$ cat src/rtl/ucsbece154b_hazard_ctrl.sv
// Hazard/forwarding unit for the 5-stage pipeline with imem/dmem wait handshake and timeout watchdog.
// Optional perf counters are enabled by defining UCSBECE154B_HAZARD_PERF_EN.
module ucsbece154b_hazard_ctrl #(
    parameter int unsigned REG_AW  = 5,
    parameter int unsigned TO_W    = 8,
    parameter int unsigned TIMEOUT = 200
`ifdef UCSBECE154B_HAZARD_PERF_EN
    ,
    parameter int unsigned PERF_W  = 32
`endif
) (
    input  logic              clk,
    input  logic              reset,
    input  logic [REG_AW-1:0] Rs1D_i,
    input  logic [REG_AW-1:0] Rs2D_i,
    input  logic [REG_AW-1:0] Rs1E_i,
    input  logic [REG_AW-1:0] Rs2E_i,
    input  logic [REG_AW-1:0] RdE_i,
    input  logic [REG_AW-1:0] RdM_i,
    input  logic [REG_AW-1:0] RdW_i,
    input  logic              LoadE_i,
    input  logic              RegWriteM_i,
    input  logic              RegWriteW_i,
    input  logic              PCSrcE_i,
    input  logic              ImemReady_i,
    input  logic              DmemReqM_i,
    input  logic              DmemReady_i,
    output logic              StallF_o,
    output logic              StallD_o,
    output logic              StallE_o,
    output logic              StallM_o,
    output logic              FlushD_o,
    output logic              FlushE_o,
    output logic              FlushM_o,
    output logic              FlushW_o,
    output logic [1:0]        ForwardAE_o,
    output logic [1:0]        ForwardBE_o,
    output logic [1:0]        State_o,
    output logic              Error_o
`ifdef UCSBECE154B_HAZARD_PERF_EN
    ,
    output logic [PERF_W-1:0] PerfLwStall_o,
    output logic [PERF_W-1:0] PerfIWait_o,
    output logic [PERF_W-1:0] PerfDWait_o,
    output logic [PERF_W-1:0] PerfFlush_o
`endif
);

    typedef enum logic [1:0] {
        RUN   = 2'b00,
        IWAIT = 2'b01,
        DWAIT = 2'b10,
        ERR   = 2'b11
    } state_e;

    localparam logic [TO_W-1:0] TO_LAST = TO_W'(TIMEOUT - 1);

    state_e          state_q, state_d;
    logic [TO_W-1:0] to_cnt_q, to_cnt_d;

    logic lw_stall, dwait, iwait, in_wait, to_hit;
    logic c_err, c_dwait, c_brwait, c_br, c_lw, c_iwait;

    assign lw_stall = LoadE_i && (RdE_i != '0) && ((Rs1D_i == RdE_i) || (Rs2D_i == RdE_i));
    assign dwait    = DmemReqM_i && !DmemReady_i;
    assign iwait    = !ImemReady_i;
    assign in_wait  = (state_q == IWAIT) || (state_q == DWAIT);
    // The watchdog wins over a same-cycle ready so a late completion cannot mask a timeout.
    assign to_hit   = in_wait && (to_cnt_q >= TO_LAST);

    always_ff @(posedge clk or posedge reset) begin
        if (reset) begin
            state_q  <= RUN;
            to_cnt_q <= '0;
        end else begin
            state_q  <= state_d;
            to_cnt_q <= to_cnt_d;
        end
    end

    always_comb begin
        state_d = state_q;
        case (state_q)
            RUN: begin
                if (dwait)      state_d = DWAIT;
                else if (iwait) state_d = IWAIT;
            end
            IWAIT, DWAIT: begin
                if (to_hit)     state_d = ERR;
                else if (dwait) state_d = DWAIT;
                else if (iwait) state_d = IWAIT;
                else            state_d = RUN;
            end
            default:            state_d = ERR;
        endcase
    end

    always_comb begin
        to_cnt_d = '0;
        if (in_wait && (state_d == state_q))
            to_cnt_d = (to_cnt_q == '1) ? to_cnt_q : to_cnt_q + 1'b1;
    end

    always_comb begin
        c_err    = 1'b0;
        c_dwait  = 1'b0;
        c_brwait = 1'b0;
        c_br     = 1'b0;
        c_lw     = 1'b0;
        c_iwait  = 1'b0;
        if (!reset) begin
            if (state_q == ERR)           c_err    = 1'b1;
            else if (dwait)               c_dwait  = 1'b1;
            else if (PCSrcE_i && iwait)   c_brwait = 1'b1;
            else if (PCSrcE_i)            c_br     = 1'b1;
            else if (lw_stall)            c_lw     = 1'b1;
            else if (iwait)               c_iwait  = 1'b1;
        end
    end

    always_comb begin
        StallF_o = c_err || c_dwait || c_brwait || c_lw || c_iwait;
        StallD_o = c_err || c_dwait || c_brwait || c_lw;
        StallE_o = c_err || c_dwait || c_brwait;
        StallM_o = c_err || c_dwait;
        FlushD_o = c_brwait || c_br || c_iwait;
        FlushE_o = c_br || c_lw;
        FlushM_o = c_brwait;
        FlushW_o = c_err || c_dwait;
        State_o  = state_q;
        Error_o  = (state_q == ERR);
    end

    always_comb begin
        ForwardAE_o = 2'b00;
        ForwardBE_o = 2'b00;
        if (!reset && (Rs1E_i != '0)) begin
            if (RegWriteM_i && (RdM_i == Rs1E_i))      ForwardAE_o = 2'b10;
            else if (RegWriteW_i && (RdW_i == Rs1E_i)) ForwardAE_o = 2'b01;
        end
        if (!reset && (Rs2E_i != '0)) begin
            if (RegWriteM_i && (RdM_i == Rs2E_i))      ForwardBE_o = 2'b10;
            else if (RegWriteW_i && (RdW_i == Rs2E_i)) ForwardBE_o = 2'b01;
        end
    end

`ifdef UCSBECE154B_HAZARD_PERF_EN
    logic [PERF_W-1:0] perf_lw_q, perf_lw_d;
    logic [PERF_W-1:0] perf_iw_q, perf_iw_d;
    logic [PERF_W-1:0] perf_dw_q, perf_dw_d;
    logic [PERF_W-1:0] perf_fl_q, perf_fl_d;

    always_comb begin
        perf_lw_d = perf_lw_q;
        perf_iw_d = perf_iw_q;
        perf_dw_d = perf_dw_q;
        perf_fl_d = perf_fl_q;
        if (c_lw && (perf_lw_q != '1))                 perf_lw_d = perf_lw_q + 1'b1;
        if ((c_brwait || c_iwait) && (perf_iw_q != '1)) perf_iw_d = perf_iw_q + 1'b1;
        if (c_dwait && (perf_dw_q != '1))              perf_dw_d = perf_dw_q + 1'b1;
        if ((c_brwait || c_br) && (perf_fl_q != '1))   perf_fl_d = perf_fl_q + 1'b1;
    end

    always_ff @(posedge clk or posedge reset) begin
        if (reset) begin
            perf_lw_q <= '0;
            perf_iw_q <= '0;
            perf_dw_q <= '0;
            perf_fl_q <= '0;
        end else begin
            perf_lw_q <= perf_lw_d;
            perf_iw_q <= perf_iw_d;
            perf_dw_q <= perf_dw_d;
            perf_fl_q <= perf_fl_d;
        end
    end

    assign PerfLwStall_o = perf_lw_q;
    assign PerfIWait_o   = perf_iw_q;
    assign PerfDWait_o   = perf_dw_q;
    assign PerfFlush_o   = perf_fl_q;
`endif

endmodule

$ cat config.mk
export PLATFORM = sky130hd
export DESIGN_NAME = ucsbece154b_hazard_ctrl
export DESIGN_NICKNAME = d
export VERILOG_FILES = /design/src/rtl/ucsbece154b_hazard_ctrl.sv
export SDC_FILE = /design/constraint.sdc
export NUM_CORES = 1
export LEC_CHECK = 0
export BUFFER_PORTS_ARGS = -buffer_cell sky130_fd_sc_hd__buf_2
export CAP_MARGIN = 5
export CORE_ASPECT_RATIO = 1.5
export CORE_UTILIZATION = 36
export CTS_BUF_LIST = sky130_fd_sc_hd__clkbuf_8
export CTS_CLUSTER_SIZE = 40
export DETAILED_ROUTE_END_ITERATION = 8
export HOLD_SLACK_MARGIN = 0.02
export PLACE_DENSITY = 0.67
export SYNTH_ARGS = -nofsm -noshare
export SYNTH_HDL_FRONTEND = slang
export SYNTH_SLANG_ARGS = --single-unit
export TNS_END_PERCENT = 1
$ cat constraint.sdc
create_clock -name clk -period 5.1 [get_ports clk]
set_input_delay 1.02 -clock clk [delete_from_list [all_inputs] [get_ports clk]]
set_output_delay 1.02 -clock clk [all_outputs]
set_load 0.02 [all_outputs]
==> results.py <==
metrics = {
    "flow_run": {
        "maxCapViolations": 0,
    },
    "timing": {
        "fmax_ghz": 0.294,
        "rsz0062_at_grt": "false",
        "worst_slack_ps": 1700,
        "fin_crit_ps": 3400,
        "skew_ps": 1.63,
        "finalSetupViolations": 0,
        "hold_viol_final": 0,
        "holdWs_ps": 617,
        "max_slew.worst_pin.slew_ps": 582,
        "drv_slew": 0,
        "relSlewSlack_pct": 60.9,
        "finalCritPeriodShare_pct": 66.6,
        "finalSetupTns_ps": 0,
    },
    "place": {
        "gp_congestion": 0.856,
        "dp_hpwl_um": 2490,
        "port_buffers": 58,
        "place_worst_setup_slack_ps": 1710,
        "dpl_cell_area_mm2": 0.00144,
        "dpl.cell_count": 226,
    },
    "synthesis": {
        "synth_area_per_cell_um2": 8.55,
        "yosysTopAreaCell": "dfrtp_1",
        "syn-cell-area_mm2": 0.00111,
        "yosysTopAreaCellShare_pct": 22.5,
        "yosys_warnings": 0,
        "ys.flop_type": "dfrtp_1",
        "synth_most_common_cell": "xor2_1",
        "syn_nets": 177,
        "yosysUniqueCellTypes": 30,
        "synth.yosys.seq_area_share_pct": 22.5,
        "netlist_top_cells_count": "xor2_1 (22), nor3_1 (13), xnor2_1 (12)",
        "synth_seq_cells": 10,
        "syn_inst": 130,
        "synth-edff-count": 0,
        "synth_area_leaders": "dfrtp_1 (23%), xor2_1 (17%), xnor2_1 (9.5%)",
        "postSynth.asyncResetShare_pct": 100,
    },
    "global_routing": {
        "top_usage_layer": "met2",
        "grt_antenna_before_repair": 0,
        "grt_use_met2_pct": 35.9,
        "grt_use_total_pct": 20.0,
        "grt-ovfl-total": 0,
        "grt_pass1_wl_um": 4870,
        "grt_use_met3_pct": 3.36,
        "grt_use_met1_pct": 18.7,
        "grt_max_degree": 14,
        "first_global_vias": 1219,
    },
    "finish": {
        "final_core_util_pct": 51.4,
        "drive_gt1_share_pct": 36.6,
        "num_antenna_cells": 0,
        "fin_nets": 239,
        "fin_area_mm2": 0.00150,
        "fin_cells": 230,
        "syn2layout_area_growth_pct": 34.8,
    },
    "drt": {
        "drt.antenna.violating_nets": 0,
        "wirelength_um": 2920,
        "route.detailed.drc": 0,
        "first_pass_iters": 4,
        "wl_per_cell_um": 12.7,
        "drtIter0Drc": 22,
        "via_per_inst": 5.14,
        "num_vias": 1183,
    },
    "power_and_ir_drop": {
        "peakVddDrop_mv": 0.180,
        "p_per_area_mw_per_mm2": 287,
        "p_leak_nw": 0.692,
        "finalPower_mw": 0.429,
    },
    "floorplan": {
        "dieArea_mm2": 0.00332,
        "coreArea_mm2": 0.00291,
        "initial_core_util_pct": 38.1,
        "die_w_um": 47.4,
        "fp.dieH_um": 70.0,
        "rows": 24,
        "io_pins": 59,
    },
    "setup_path": {
        "cp_data_required_time_ps": 4080,
        "crit_chain": "buf_2 > or4_1 > nor2_1 > nor3b_1 > o21ai_0 > nor3b_1 > buf_2",
        "crit_slowest_cell": "or4_1",
        "cp_max_fo": 4,
        "max_stage_delay_ps": 510,
        "crit_family": "simple AND/OR/NAND/NOR gates",
        "crit_type": "primary input to primary output",
        "crit_arrival_ps": 2380,
        "crit_path_start_kind": "primary input",
        "endpoint_kind": "primary output",
        "crit_buf_inv": 2,
    },
    "clock_tree": {
        "clk-insertion-delay-late_ps": 250,
        "cts_setup_buffers": 0,
        "cts_tree": "done",
        "htreeDepth": 1,
        "clock_sinks": 10,
        "cts_inserted_buffers": 3,
        "hold_buffers": 0,
        "cts_buffer_depth": 2,
        "clockRootBuffer": "clkbuf_8",
        "postCtsResizedCells": 0,
        "clk_pin_slew_worst_paths_ps": 50,
    },
    "hold_path": {
        "hold_path_class": "flip-flop to flip-flop",
    },
    "outcome": {
        "outcome": "complete, no violations",
    },
}
## layout make-up
type	count	area (µm²)
Clock buffer	4	55.1
Fill cell	287	1420
Inverter	4	15.0
Multi-Input combinational cell	115	838
Sequential cell	10	250
Tap cell	39	48.8
Timing Repair Buffer	58	290
## path summary, 6_finish.rpt
kind | startpoint | slack [ps] | cells past startpoint | end
max in group asynchronous | reset | 3960 | 2 | State_o[1]
hold reg to reg | to_cnt_q[6] | 620 | 1 | to_cnt_q[6]
hold / removal | to_cnt_q[6] | 620 | 1 | to_cnt_q[6]
setup reg to reg | State_o[1] | 2990 | 7 | to_cnt_q[1]
min in group asynchronous | reset | 820 | 2 | to_cnt_q[4]
setup / recovery | RdE_i[1] | 1700 | 7 | FlushD_o
## logic make-up (layout without fill, tap and decap cells)
| family | after synthesis | after routing | share of synthesized area, % |
|---|---|---|---|
| and+or+nand+nor | 57 | 57 | 28.2 |
| buffers and inverters | 5 | 66 | 2.03 |
| DFF | 10 | 10 | 22.5 |
| AOI/OAI and AO/OA | 18 | 18 | 13.9 |
| xor gates and xnor gates | 35 | 35 | 28.3 |
| adders and majority gates | 3 | 3 | 3.38 |
| muxes | 2 | 2 | 1.80 |
## state kept, by name, summed over array words and instances (netlist names)
| signal | flops |
|---|---|
| to_cnt_q | 8 |
| State_o | 2 |
## per-layer routing
metal	vias to the layer above	wire, µm
li1	588	-
met2	51	1610
met1	533	1050
met5	-	0
met3	11	145
met4	0	114
## power by group
part / total, mW / internal (mW) / switching, mW / leakage (nW)
logic: 0.219 / 0.0836 / 0.136 / 0.527
clock network: 0.103 / 0.0682 / 0.0352 / 0.0288
registers: 0.107 / 0.0895 / 0.0172 / 0.137
## layout by cell type, fill, tap and decap left out, types with 2 or more instances in the layout
master    count
ha_1          3
dfrtp_1      10
inv_1         4
clkbuf_8      4
mux2i_1       2
xor2_1       22
nand2_1       8
a21oi_1       3
or4_1         3
nor3_1       13
a31oi_1       4
xnor2_1      12
o21a_1        2
o21ai_0       4
buf_2        58
nand3_1      10
nor2b_1       2
nor4_1        4
nor2_1        8
nor3b_1       4
## worst register-to-register path: stages, from the launching register on
cell	delay (ps)
dfrtp_1	490
inv_1	80
ha_1	330
a31oi_1	220
a21oi_2	90
a311oi_4	350
xnor2_2	210
nor3_1	250
No activity file was read; power rests on OpenSTA's default activity.
